**config.mk**
```make
export PLATFORM = sky130hd
export DESIGN_NAME = maze_game_ctrl
export DESIGN_NICKNAME = d
export VERILOG_FILES = /design/src/rtl/maze_game_ctrl_pkg.sv /design/src/rtl/maze_game_ctrl_move_check.sv /design/src/rtl/maze_game_ctrl.sv
export SDC_FILE = /design/constraint.sdc
export NUM_CORES = 1
export LEC_CHECK = 0
export CAP_MARGIN = 20
export CORE_AREA = 2 2 495 497
export DETAILED_ROUTE_END_ITERATION = 16
export DIE_AREA = 0 0 497 499
export GPL_TIMING_DRIVEN = 1
export PLACE_DENSITY = 0.32
export SYNTH_ARGS = -nofsm -noshare
export SYNTH_HDL_FRONTEND = slang
export SYNTH_SLANG_ARGS = --single-unit
export TNS_END_PERCENT = 50
```
**constraint.sdc**
```tcl
create_clock -name i_Clk -period 8.7 [get_ports i_Clk]
set_input_delay 1.305 -clock i_Clk [delete_from_list [all_inputs] [get_ports i_Clk]]
set_output_delay 1.305 -clock i_Clk [all_outputs]
set_load 0.01 [all_outputs]
```
**src/rtl/maze_game_ctrl_pkg.sv**
```systemverilog
// Shared types and constants for the maze game sequencer.
// Latency: n/a (declarations only).
// Backpressure: n/a.
package maze_game_ctrl_pkg;

   typedef enum logic [2:0] {
      ST_IDLE  = 3'd0,
      ST_LOAD  = 3'd1,
      ST_PLAY  = 3'd2,
      ST_CHECK = 3'd3,
      ST_WIN   = 3'd4
   } state_t;

   localparam logic [1:0] LVL_NONE = 2'b00;
   localparam logic [1:0] LVL_EASY = 2'b01;
   localparam logic [1:0] LVL_MED  = 2'b10;
   localparam logic [1:0] LVL_HARD = 2'b11;

   localparam logic [3:0] DIR_NONE  = 4'b0000;
   localparam logic [3:0] DIR_UP    = 4'b1000;
   localparam logic [3:0] DIR_DOWN  = 4'b0100;
   localparam logic [3:0] DIR_LEFT  = 4'b0010;
   localparam logic [3:0] DIR_RIGHT = 4'b0001;

   // Playable width in blocks; an unlatched level allows no moves at all.
   function automatic logic [5:0] grid_w(input logic [1:0] lvl);
      case (lvl)
         LVL_EASY: grid_w = 6'd16;
         LVL_MED:  grid_w = 6'd32;
         LVL_HARD: grid_w = 6'd40;
         default:  grid_w = 6'd0;
      endcase
   endfunction

   // Playable height in blocks.
   function automatic logic [4:0] grid_h(input logic [1:0] lvl);
      case (lvl)
         LVL_EASY: grid_h = 5'd12;
         LVL_MED:  grid_h = 5'd24;
         LVL_HARD: grid_h = 5'd30;
         default:  grid_h = 5'd0;
      endcase
   endfunction

   // Collapse simultaneous button edges to one direction: up > down > left > right.
   function automatic logic [3:0] dir_prio(input logic [3:0] edges);
      if (edges[3])      dir_prio = DIR_UP;
      else if (edges[2]) dir_prio = DIR_DOWN;
      else if (edges[1]) dir_prio = DIR_LEFT;
      else if (edges[0]) dir_prio = DIR_RIGHT;
      else               dir_prio = DIR_NONE;
   endfunction

endpackage

```
**src/rtl/maze_game_ctrl_move_check.sv**
```systemverilog
// Combinational move legality check: bounds, wall lookup and goal hit.
// Latency: 0 cycles (pure combinational).
// Backpressure: none.
module maze_move_check import maze_game_ctrl_pkg::*; #(
   parameter int MAP_W    = 40,
   parameter int MAP_BITS = 1200
) (
   input  logic [5:0]          pos_x,
   input  logic [4:0]          pos_y,
   input  logic [3:0]          dir,
   input  logic [1:0]          level,
   input  logic [MAP_BITS-1:0] map,
   input  logic [5:0]          goal_x,
   input  logic [4:0]          goal_y,
   output logic [5:0]          tgt_x,
   output logic [4:0]          tgt_y,
   output logic                accept,
   output logic                goal_hit
);

   logic [6:0]  tx;
   logic [5:0]  ty;
   logic        under;
   logic        in_bounds;
   logic [10:0] idx;
   logic [10:0] bit_idx;
   logic        wall;

   // One spare bit on each target coordinate so a +1 step never wraps before the bound test.
   always_comb begin
      tx    = {1'b0, pos_x};
      ty    = {1'b0, pos_y};
      under = 1'b0;
      case (dir)
         DIR_UP:    if (pos_y == 5'd0) under = 1'b1; else ty = ty - 6'd1;
         DIR_DOWN:  ty = ty + 6'd1;
         DIR_LEFT:  if (pos_x == 6'd0) under = 1'b1; else tx = tx - 7'd1;
         DIR_RIGHT: tx = tx + 7'd1;
         default:   under = 1'b1;
      endcase
      in_bounds = !under && (tx < {1'b0, grid_w(level)}) && (ty < {1'b0, grid_h(level)});
      idx       = 11'(ty) * 11'(MAP_W) + 11'(tx);
      // Only index the map when in bounds, so the bit select stays inside 0..MAP_BITS-1.
      bit_idx   = in_bounds ? (11'(MAP_BITS - 1) - idx) : 11'd0;
      wall      = in_bounds ? map[bit_idx] : 1'b0;
      accept    = in_bounds && !wall;
      tgt_x     = tx[5:0];
      tgt_y     = ty[4:0];
      goal_hit  = accept && (tgt_x == goal_x) && (tgt_y == goal_y);
   end

endmodule

```
**src/rtl/maze_game_ctrl.sv**
```systemverilog
// Maze game sequencer: latches level/positions, queues one move, commits it on a frame boundary.
// Latency: a press commits 2 cycles after the first draw-done edge following it.
// Backpressure: one pending move; further presses are dropped until it is resolved.
module maze_game_ctrl import maze_game_ctrl_pkg::*; #(
   parameter int MAP_W    = 40,
   parameter int MAP_BITS = 1200,
   parameter int MOVE_MAX = 999
) (
   input  logic                i_Clk,
   input  logic                i_Rst,
   input  logic [1:0]          i_Level,
   input  logic                i_Start,
   input  logic [3:0]          i_Btn,
   input  logic [MAP_BITS-1:0] i_Map,
   input  logic [5:0]          i_StartPos_X,
   input  logic [4:0]          i_StartPos_Y,
   input  logic [5:0]          i_GoalX,
   input  logic [4:0]          i_GoalY,
   input  logic                i_fDrawDone,
   output logic [1:0]          o_Level,
   output logic [5:0]          o_PlayerPos_X,
   output logic [4:0]          o_PlayerPos_Y,
   output logic [5:0]          o_GoalPos_X,
   output logic [4:0]          o_GoalPos_Y,
   output logic [2:0]          o_State,
   output logic                o_Win,
   output logic [9:0]          o_MoveCnt
);

   state_t     state_q, state_n;
   logic [1:0] level_q, level_n;
   logic [5:0] px_q, px_n, gx_q, gx_n;
   logic [4:0] py_q, py_n, gy_q, gy_n;
   logic [9:0] cnt_q, cnt_n;
   logic [3:0] pend_q, pend_n;
   logic       start_d, done_d;
   logic [3:0] btn_d;

   logic       start_edge, done_edge;
   logic [3:0] btn_edge;
   logic [5:0] tgt_x;
   logic [4:0] tgt_y;
   logic       accept, goal_hit;

   assign start_edge = i_Start & ~start_d;
   assign done_edge  = i_fDrawDone & ~done_d;
   assign btn_edge   = i_Btn & ~btn_d;

   maze_move_check #(
      .MAP_W    (MAP_W),
      .MAP_BITS (MAP_BITS)
   ) u_move_check (
      .pos_x    (px_q),
      .pos_y    (py_q),
      .dir      (pend_q),
      .level    (level_q),
      .map      (i_Map),
      .goal_x   (gx_q),
      .goal_y   (gy_q),
      .tgt_x    (tgt_x),
      .tgt_y    (tgt_y),
      .accept   (accept),
      .goal_hit (goal_hit)
   );

   // Next-state and next-register values; everything holds unless a state says otherwise.
   always_comb begin
      state_n = state_q;
      level_n = level_q;
      px_n    = px_q;
      py_n    = py_q;
      gx_n    = gx_q;
      gy_n    = gy_q;
      cnt_n   = cnt_q;
      pend_n  = pend_q;
      case (state_q)
         ST_IDLE: begin
            if (start_edge && (i_Level != LVL_NONE)) state_n = ST_LOAD;
         end
         ST_LOAD: begin
            level_n = i_Level;
            px_n    = i_StartPos_X;
            py_n    = i_StartPos_Y;
            gx_n    = i_GoalX;
            gy_n    = i_GoalY;
            cnt_n   = 10'd0;
            pend_n  = DIR_NONE;
            state_n = ST_PLAY;
         end
         ST_PLAY: begin
            // Restart beats a pending move; LOAD clears the pending register.
            if (start_edge)                                state_n = ST_LOAD;
            else if ((pend_q != DIR_NONE) && done_edge)    state_n = ST_CHECK;
            else if ((pend_q == DIR_NONE) && (btn_edge != 4'd0)) pend_n = dir_prio(btn_edge);
         end
         ST_CHECK: begin
            pend_n  = DIR_NONE;
            state_n = goal_hit ? ST_WIN : ST_PLAY;
            if (accept) begin
               px_n  = tgt_x;
               py_n  = tgt_y;
               cnt_n = (cnt_q >= 10'(MOVE_MAX)) ? cnt_q : cnt_q + 10'd1;
            end
         end
         ST_WIN: begin
            if (start_edge) state_n = (i_Level != LVL_NONE) ? ST_LOAD : ST_IDLE;
         end
         default: state_n = ST_IDLE;
      endcase
   end

   // State, game registers and input edge history.
   always_ff @(posedge i_Clk or negedge i_Rst) begin
      if (!i_Rst) begin
         state_q <= ST_IDLE;
         level_q <= LVL_NONE;
         px_q    <= '0;
         py_q    <= '0;
         gx_q    <= '0;
         gy_q    <= '0;
         cnt_q   <= '0;
         pend_q  <= DIR_NONE;
         start_d <= 1'b0;
         done_d  <= 1'b0;
         btn_d   <= '0;
      end else begin
         state_q <= state_n;
         level_q <= level_n;
         px_q    <= px_n;
         py_q    <= py_n;
         gx_q    <= gx_n;
         gy_q    <= gy_n;
         cnt_q   <= cnt_n;
         pend_q  <= pend_n;
         start_d <= i_Start;
         done_d  <= i_fDrawDone;
         btn_d   <= i_Btn;
      end
   end

   assign o_State       = state_q;
   assign o_Level       = level_q;
   assign o_PlayerPos_X = px_q;
   assign o_PlayerPos_Y = py_q;
   assign o_GoalPos_X   = gx_q;
   assign o_GoalPos_Y   = gy_q;
   assign o_MoveCnt     = cnt_q;
   assign o_Win         = (state_q == ST_WIN);

endmodule

```
Word level (Yosys, flattened, before mapping)
Index checks and enable logic that the tools add are counted.
{"block": "word_totals", "register_bits": 47, "in_bits": 1232, "out_inout_bits": 38, "elab_cells": 110}
{"block": "classes", "n_addsub": 7, "n_mul": 1, "magnitude_cmp": 4, "n_eq_ne": 21, "mux": 35, "bitwise_logic": 6, "n_reduce_logical": 25}
{"op": "one-hot mux 6 bit (2 select lines)", "count": 2}
{"op": "2-to-1 mux 10 bit", "count": 2}
{"op": "one-hot mux 10 bit (2 select lines)", "count": 1}
{"op": "2-to-1 mux 3 bit", "count": 6}
{"op": "one-hot mux 6 bit (3 select lines)", "count": 1}
{"op": "2-to-1 mux 4 bit", "count": 4}
{"op": "one-hot mux 3 bit (5 select lines)", "count": 1}
{"op": "one-hot mux 5 bit (3 select lines)", "count": 1}
{"op": "one-hot mux 7 bit (2 select lines)", "count": 1}
{"op": "less-than comparator 11 x 12 -> 1 bit, second input constant", "count": 1}
{"op": "2-to-1 mux 6 bit", "count": 2}
{"op": "inequality test 2 bit, second input constant", "count": 6}
{"op": "adder 11 x 7 -> 11 bit", "count": 1}
{"op": "binary-select mux 1 bit (select 11 bit)", "count": 1}
{"op": "2-to-1 mux 11 bit", "count": 1}
{"op": "subtractor 11 bit, first input constant", "count": 1}
{"op": "adder 10 x 1 -> 10 bit, second input constant", "count": 1}
{"op": "greater-or-equal comparator 10 bit, second input constant", "count": 1}
{"op": "one-hot mux 5 bit (2 select lines)", "count": 1}
{"op": "logical AND 1 bit", "count": 8}
{"op": "multiplier 6 x 3 -> 8 bit, second input constant", "count": 1}
{"op": "one-hot mux 4 bit (2 select lines)", "count": 1}
{"op": "nonzero test 4 bit", "count": 2}
{"op": "adder 6 x 1 -> 7 bit, second input constant", "count": 1}
{"op": "37 further kinds", "count": 51}

Logic depth before layout (Yosys ltp)
{"block": "depth", "ltp_word": 16, "mapped_depth": 33, "mapped_depth_nobuf": 24}

Modules after synthesis
From an unflattened synthesis, not the netlist that was laid out.
{"block": "unflattened", "cells_unflattened": 2328, "hier_area_um2": 15337.2}
{"module": "maze_move_check", "instances": 1, "cells_each": 2104, "area_per_inst_um2": 13158.9, "seq_area_each_um2": 0.0}
{"module": "maze_game_ctrl", "instances": 1, "cells_each": 224, "area_per_inst_um2": 2178.3, "seq_area_each_um2": 1176.1}

Least setup slack after synthesis
Ideal clock, no wire load.
{"block": "synth_path", "kind": "register -> register", "start": "register px_q[0], in the netlist o_PlayerPos_X[0]", "end": "register py_q[1], in the netlist o_PlayerPos_Y[1]", "setup_time_ps": 124, "t_arrival_ps": 7765, "required_time_ps": 8576, "path_slack_ps": 812, "stages_incl_launch_ff": 31, "n_path_buf": 17, "period_less_slack_ps": 7888, "cell_sequence": "dfrtp_1 inv_2 clkbuf_1 clkbuf_1 ha_1 nor2b_1 a211oi_2 a211oi_1 buf_2 buf_2 buf_2 buf_2 buf_1 clkbuf_1 ha_1 buf_2 buf_1 clkbuf_1 clkbuf_1 clkbuf_1 buf_1 clkbuf_1 clkbuf_1 o21ai_0 a22oi_1 o211ai_1 a41oi_1 a311oi_1 buf_2 or4_1 nor3b_1"}
{"block": "synth_via", "elab_chain_len": 14, "word_cells_on_any_way": 21, "classes_between": "add/sub: 4; order compare: 1; eq/ne: 1; mux: 8; reduce/logical: 7"}
{"item": "start, declared", "line": "maze_game_ctrl.sv:32", "source": "logic [5:0] px_q, px_n, gx_q, gx_n;"}
{"item": "start signal, assigned", "line": "maze_game_ctrl.sv:129", "source": "px_q <= px_n;"}
{"item": "parallel branches: the longest is 11 deep, another holds adder 11 x 7 -> 11 bit"}
{"item": "logical AND 1 bit *", "line": "maze_game_ctrl_move_check.sv:46", "source": "accept = in_bounds && !wall;"}
{"item": "inequality test 2 bit (no source line) *"}
{"item": "AND reduction 2 bit (no source line) *"}
{"item": "end signal, assigned", "line": "maze_game_ctrl.sv:130", "source": "py_q <= py_n;"}
{"item": "end, declared", "line": "maze_game_ctrl.sv:33", "source": "logic [4:0] py_q, py_n, gy_q, gy_n;"}
Mark *: on every way between the ends. The select of a mux whose other input is x is not followed.
A chain may end at the register's enable or synchronous reset.

Final worst setup path
{"block": "layout_path", "start": "register py_q[1], in the netlist o_PlayerPos_Y[1]", "end": "register px_q[1], in the netlist o_PlayerPos_X[1]"}
{"block": "layout_via", "elab_chain_len": 14, "word_cells_on_any_way": 22, "classes_between": "add/sub: 4; mul: 1; order compare: 1; eq/ne: 1; mux: 8; reduce/logical: 7"}
{"item": "subtractor 5 x 1 -> 6 bit / logical NOT 5 bit (equally long branches)", "line": "maze_game_ctrl_move_check.sv:35", "source": "DIR_UP: if (pos_y == 5'd0) under = 1'b1; else ty = ty - 6'd1;"}
{"item": "2-to-1 mux 6 bit / 2-to-1 mux 1 bit (equally long branches)", "line": "maze_game_ctrl_move_check.sv:35"}
{"item": "one-hot mux 6 bit (2 select lines) / one-hot mux 1 bit (3 select lines) (equally long branches)", "line": "maze_game_ctrl_move_check.sv:34", "source": "case (dir)"}
{"item": "multiplier 6 x 3 -> 8 bit / logical NOT 1 bit (equally long branches)", "line": "maze_game_ctrl_move_check.sv:42, maze_game_ctrl_move_check.sv:41"}
{"item": "adder 11 x 7 -> 11 bit / logical AND 1 bit (equally long branches)", "line": "maze_game_ctrl_move_check.sv:42, maze_game_ctrl_move_check.sv:41"}
{"item": "subtractor 11 bit / logical AND 1 bit (equally long branches)", "line": "maze_game_ctrl_move_check.sv:44, maze_game_ctrl_move_check.sv:41"}
{"item": "2-to-1 mux 11 bit", "line": "maze_game_ctrl_move_check.sv:44", "source": "bit_idx = in_bounds ? (11'(MAP_BITS - 1) - idx) : 11'd0;"}
{"item": "binary-select mux 1 bit (select 11 bit)", "line": "maze_game_ctrl_move_check.sv:45", "source": "wall = in_bounds ? map[bit_idx] : 1'b0;"}
{"item": "2-to-1 mux 1 bit (implied by the code)", "line": "maze_game_ctrl_move_check.sv:45"}
{"item": "2-to-1 mux 1 bit", "line": "maze_game_ctrl_move_check.sv:45"}
{"item": "logical NOT 1 bit", "line": "maze_game_ctrl_move_check.sv:46"}
{"item": "logical AND 1 bit *", "line": "maze_game_ctrl_move_check.sv:46"}
{"item": "inequality test 2 bit (no source line) *"}
{"item": "AND reduction 2 bit (no source line) *"}
Every way passes the cells marked *; elsewhere a longest branch is shown, timed or not. The select of a mux whose other input is x is not followed.

==> flow_summary.toml <==
[drt]
drt_iter0_drc = 2030
drcViolationCount = 0
antenna_left = 0
drt_first_pass_iters = 5
vias_per_cell = 4.056
wirelength_um = 259100
num_vias = 29100
wl_per_cell_um = 36.12

[timing]
period_share_pct = 97.28
slew_viol_final = 0
tns_ns = 0
setup_viol = 0
tightest_slew_ns = 1.191
hold_viol_final = 0
fin_skew_ns = 0.007337
period_minus_slack_ns = 8.464
max_freq_mhz = 118.2
slew_headroom_pct = 19.76
rsz0062_at_grt = "no"

[synth]
yosys_warnings = 0
synth.top_cell.area_share_pct = 12.27
ys.flop_type = "dfrtp_1"
ys_ff_latch = 47
yosysUniqueCellTypes = 92
synth.avg_cell_area_um2 = 6.341
netlist.top_cell.by_area = "nand2_1"
synth_edf_count = 0
syn-cell-area_um2 = 17650
seq_area_frac_synth_pct = 6.665
synth.area.top_cells = "nand2_1 12%, mux2i_1 11%, a21oi_1 8.9%, dfrtp_1 6.7%, o21ai_0 5.4%"
synth_nets = 4048
netlist_instances = 2783
async_reset_ff_share_pct = 100.0

[placed_design]
dp_cells = 7133
hpwl_um = 217700
place_congestion = 0.8968
port_buffers = 1269

[flow_run]
max_cap_viol_count = 0

[setup_path]
critical_path.startpoint_type = "flip-flop"
end_kind = "flip-flop"
r2r_setup_slack_ns = 0.24
r2r_start = "o_PlayerPos_Y[1]"
crit_arrival_ns = 8.70
crit_fanout = 42
cp.required_ns = 8.94
crit_start = "o_PlayerPos_Y[1]"
r2r_cells = 26
crit_type = "reg -> reg"

[status]
status = "finished, final reports clean"

[clock_tree]
clkTransAtPathRegs_ns = 0.08
cts_sinks = 47
htree_levels = 2
cts_root_buf = "clkbuf_16"
cts_tree = "done"
postCtsHoldBufs = 0
cts_made_buffers = 5
clkLatencyLatePin_ns = 0.31
clockBufferDepth = 2

[floorplanning]
die_h_um = 499
dieArea_um2 = 248000
die-width_um = 497
initial_core_util_pct = 7.276
num_io_pins = 1270
core.rowCount = 181
core_area_um2 = 242500

[hold_path]
min_from = "o_GoalPos_X[1]"
min_path_type = "reg -> reg"
holdPathStages = 2

[finish]
drive_gt1_share_pct = 7.589
final-instance-count-excl-fill = 7174
syn_to_final_growth_pct = 100.0
fin_util_pct = 14.55
final_nets = 5204

[global_route]
grt_pass1_vias = 29560
grt_overflow = 0
grt_max_degree = 130
antenna_found_initial = 129
track_usage_pct = 19.93
grt_pass1_wl_um = 326100
[worst max-delay path, stage by stage, from the launching register on]
cell and delay, ns:
dfrtp_1 0.46, inv_1 0.16, ha_1 0.25, nor4b_1 0.68, o311ai_0 0.25, a21oi_1 0.32
inv_1 0.16, ha_1 0.34, and2_1 0.15, o221ai_1 0.24, o2111a_1 0.32, nand3_2 0.13
a21oi_4 0.38, buf_12 0.28, buf_12 0.26, buf_4 0.27, mux2i_1 0.21, nor2_1 0.08
o31ai_1 0.42, nor4_2 0.16, a311oi_1 0.74, o31ai_1 0.27, buf_4 0.23, o41a_1 0.68
buf_4 0.27, or4_1 0.51, nand3_1 0.10
[flip-flops by register name, summed over array words and instances, names as in the netlist]
| register | flops |
|---|---|
| o_State | 3 |
| start_d | 1 |
| o_PlayerPos_X | 6 |
| o_MoveCnt | 10 |
| o_PlayerPos_Y | 5 |
| done_d | 1 |
| o_GoalPos_X | 6 |
| btn_d | 4 |
| pend_q | 4 |
| o_GoalPos_Y | 5 |
| o_Level | 2 |
[kinds of logic after synthesis]
kind of cell | Yosys count | share of synthesized area, %
simple gates | 1064 | 26.77
compound gates | 1058 | 39.00
buf+inv | 311 | 7.601
mux | 241 | 15.97
flops | 47 | 6.665
fa+ha+maj | 33 | 2.382
xor+xnor | 29 | 1.609
[cells in the mapped netlist (9+ instances only)]
library cell,count
a2111oi_0,13
nand3_1,84
clkbuf_1,132
o21bai_1,10
nand2_1,577
a211oi_1,48
o21ai_0,190
o22ai_1,83
nand2b_1,26
o311ai_0,18
a21oi_1,315
a311oi_1,18
a31oi_1,69
and3_1,15
a221oi_1,24
nor2_1,169
a22oi_1,15
ha_1,32
buf_4,13
nor3b_1,11
inv_1,30
dfrtp_1,47
mux2_2,14
o311a_1,10
nor4_1,25
a211o_1,11
o221ai_1,57
o211ai_1,30
mux4_2,31
nor3_1,67
o2111ai_1,9
or4_1,16
nand4_1,21
buf_1,39
o31ai_1,16
a32oi_1,16
mux2i_1,196
a21o_1,9
o21ai_1,11
a221o_1,9
xnor2_1,18
buf_2,94
[metal layers]
| layer | GRT usage (%) | routed length, µm | vias to the layer above |
|---|---|---|---|
| met5 | 0 | 382 | - |
| met4 | 2.938 | 3874 | 58 |
| met3 | 4.466 | 17430 | 227 |
| met2 | 36.90 | 133100 | 1503 |
| met1 | 23.64 | 104300 | 14380 |
| li1 | - | - | 12930 |
[area by class of cell]
type                            instances  area, µm²
Multi-Input combinational cell       2425      15570
Fill cell                           27920     207200
Antenna cell                           32      80.08
Clock buffer                            8      156.4
Inverter                               32      132.6
Timing Repair Buffer                 1428      14180
Sequential cell                        47       1176
Tap cell                             3202       4006
[repair_timing]
action / in CTS / in global routing
buffers inserted: 0 / 0
resized for setup: 0 / 3
setup endpoints to repair: 0 / 12
[final timing paths]
path                                    end
setup / recovery           o_PlayerPos_X[1]
hold / removal               o_GoalPos_X[1]
setup reg to reg           o_PlayerPos_X[1]
hold reg to reg              o_GoalPos_X[1]
max in group asynchronous         pend_q[0]
min in group asynchronous    o_GoalPos_X[4]
[layout by cell type (no fill, tap or decap), types with 24 or more instances in the layout]
cell type        count
diode_2             32
a211oi_1            46
a31oi_1             68
o221ai_1            55
clkdlybuf4s50_1   1268
nor3_1              64
o21ai_0            188
inv_1               29
o211ai_1            30
a221oi_1            24
nand3_1             83
a21oi_1            315
dfrtp_1             47
mux2i_1            192
mux4_2              31
nand2b_1            25
ha_1                30
o22ai_1             83
nand2_1            574
nor2_1             161
buf_4              130
[metrics by stage]
step	area [µm²]	worst slack, ns	hold WS [ns]
floorplan	17650	0.8116	0.5334
global placement	34880	-0.3170	0.5195
detailed placement	35040	0.2325	0.5218
CTS	35200	0.2128	0.5429
global route	35250	0.01736	0.5868
finish	35300	0.2363	0.5382
Power of run 1 is not shown: default switching activity piles up to over one toggle a cycle in this logic, so the estimate is an artifact.
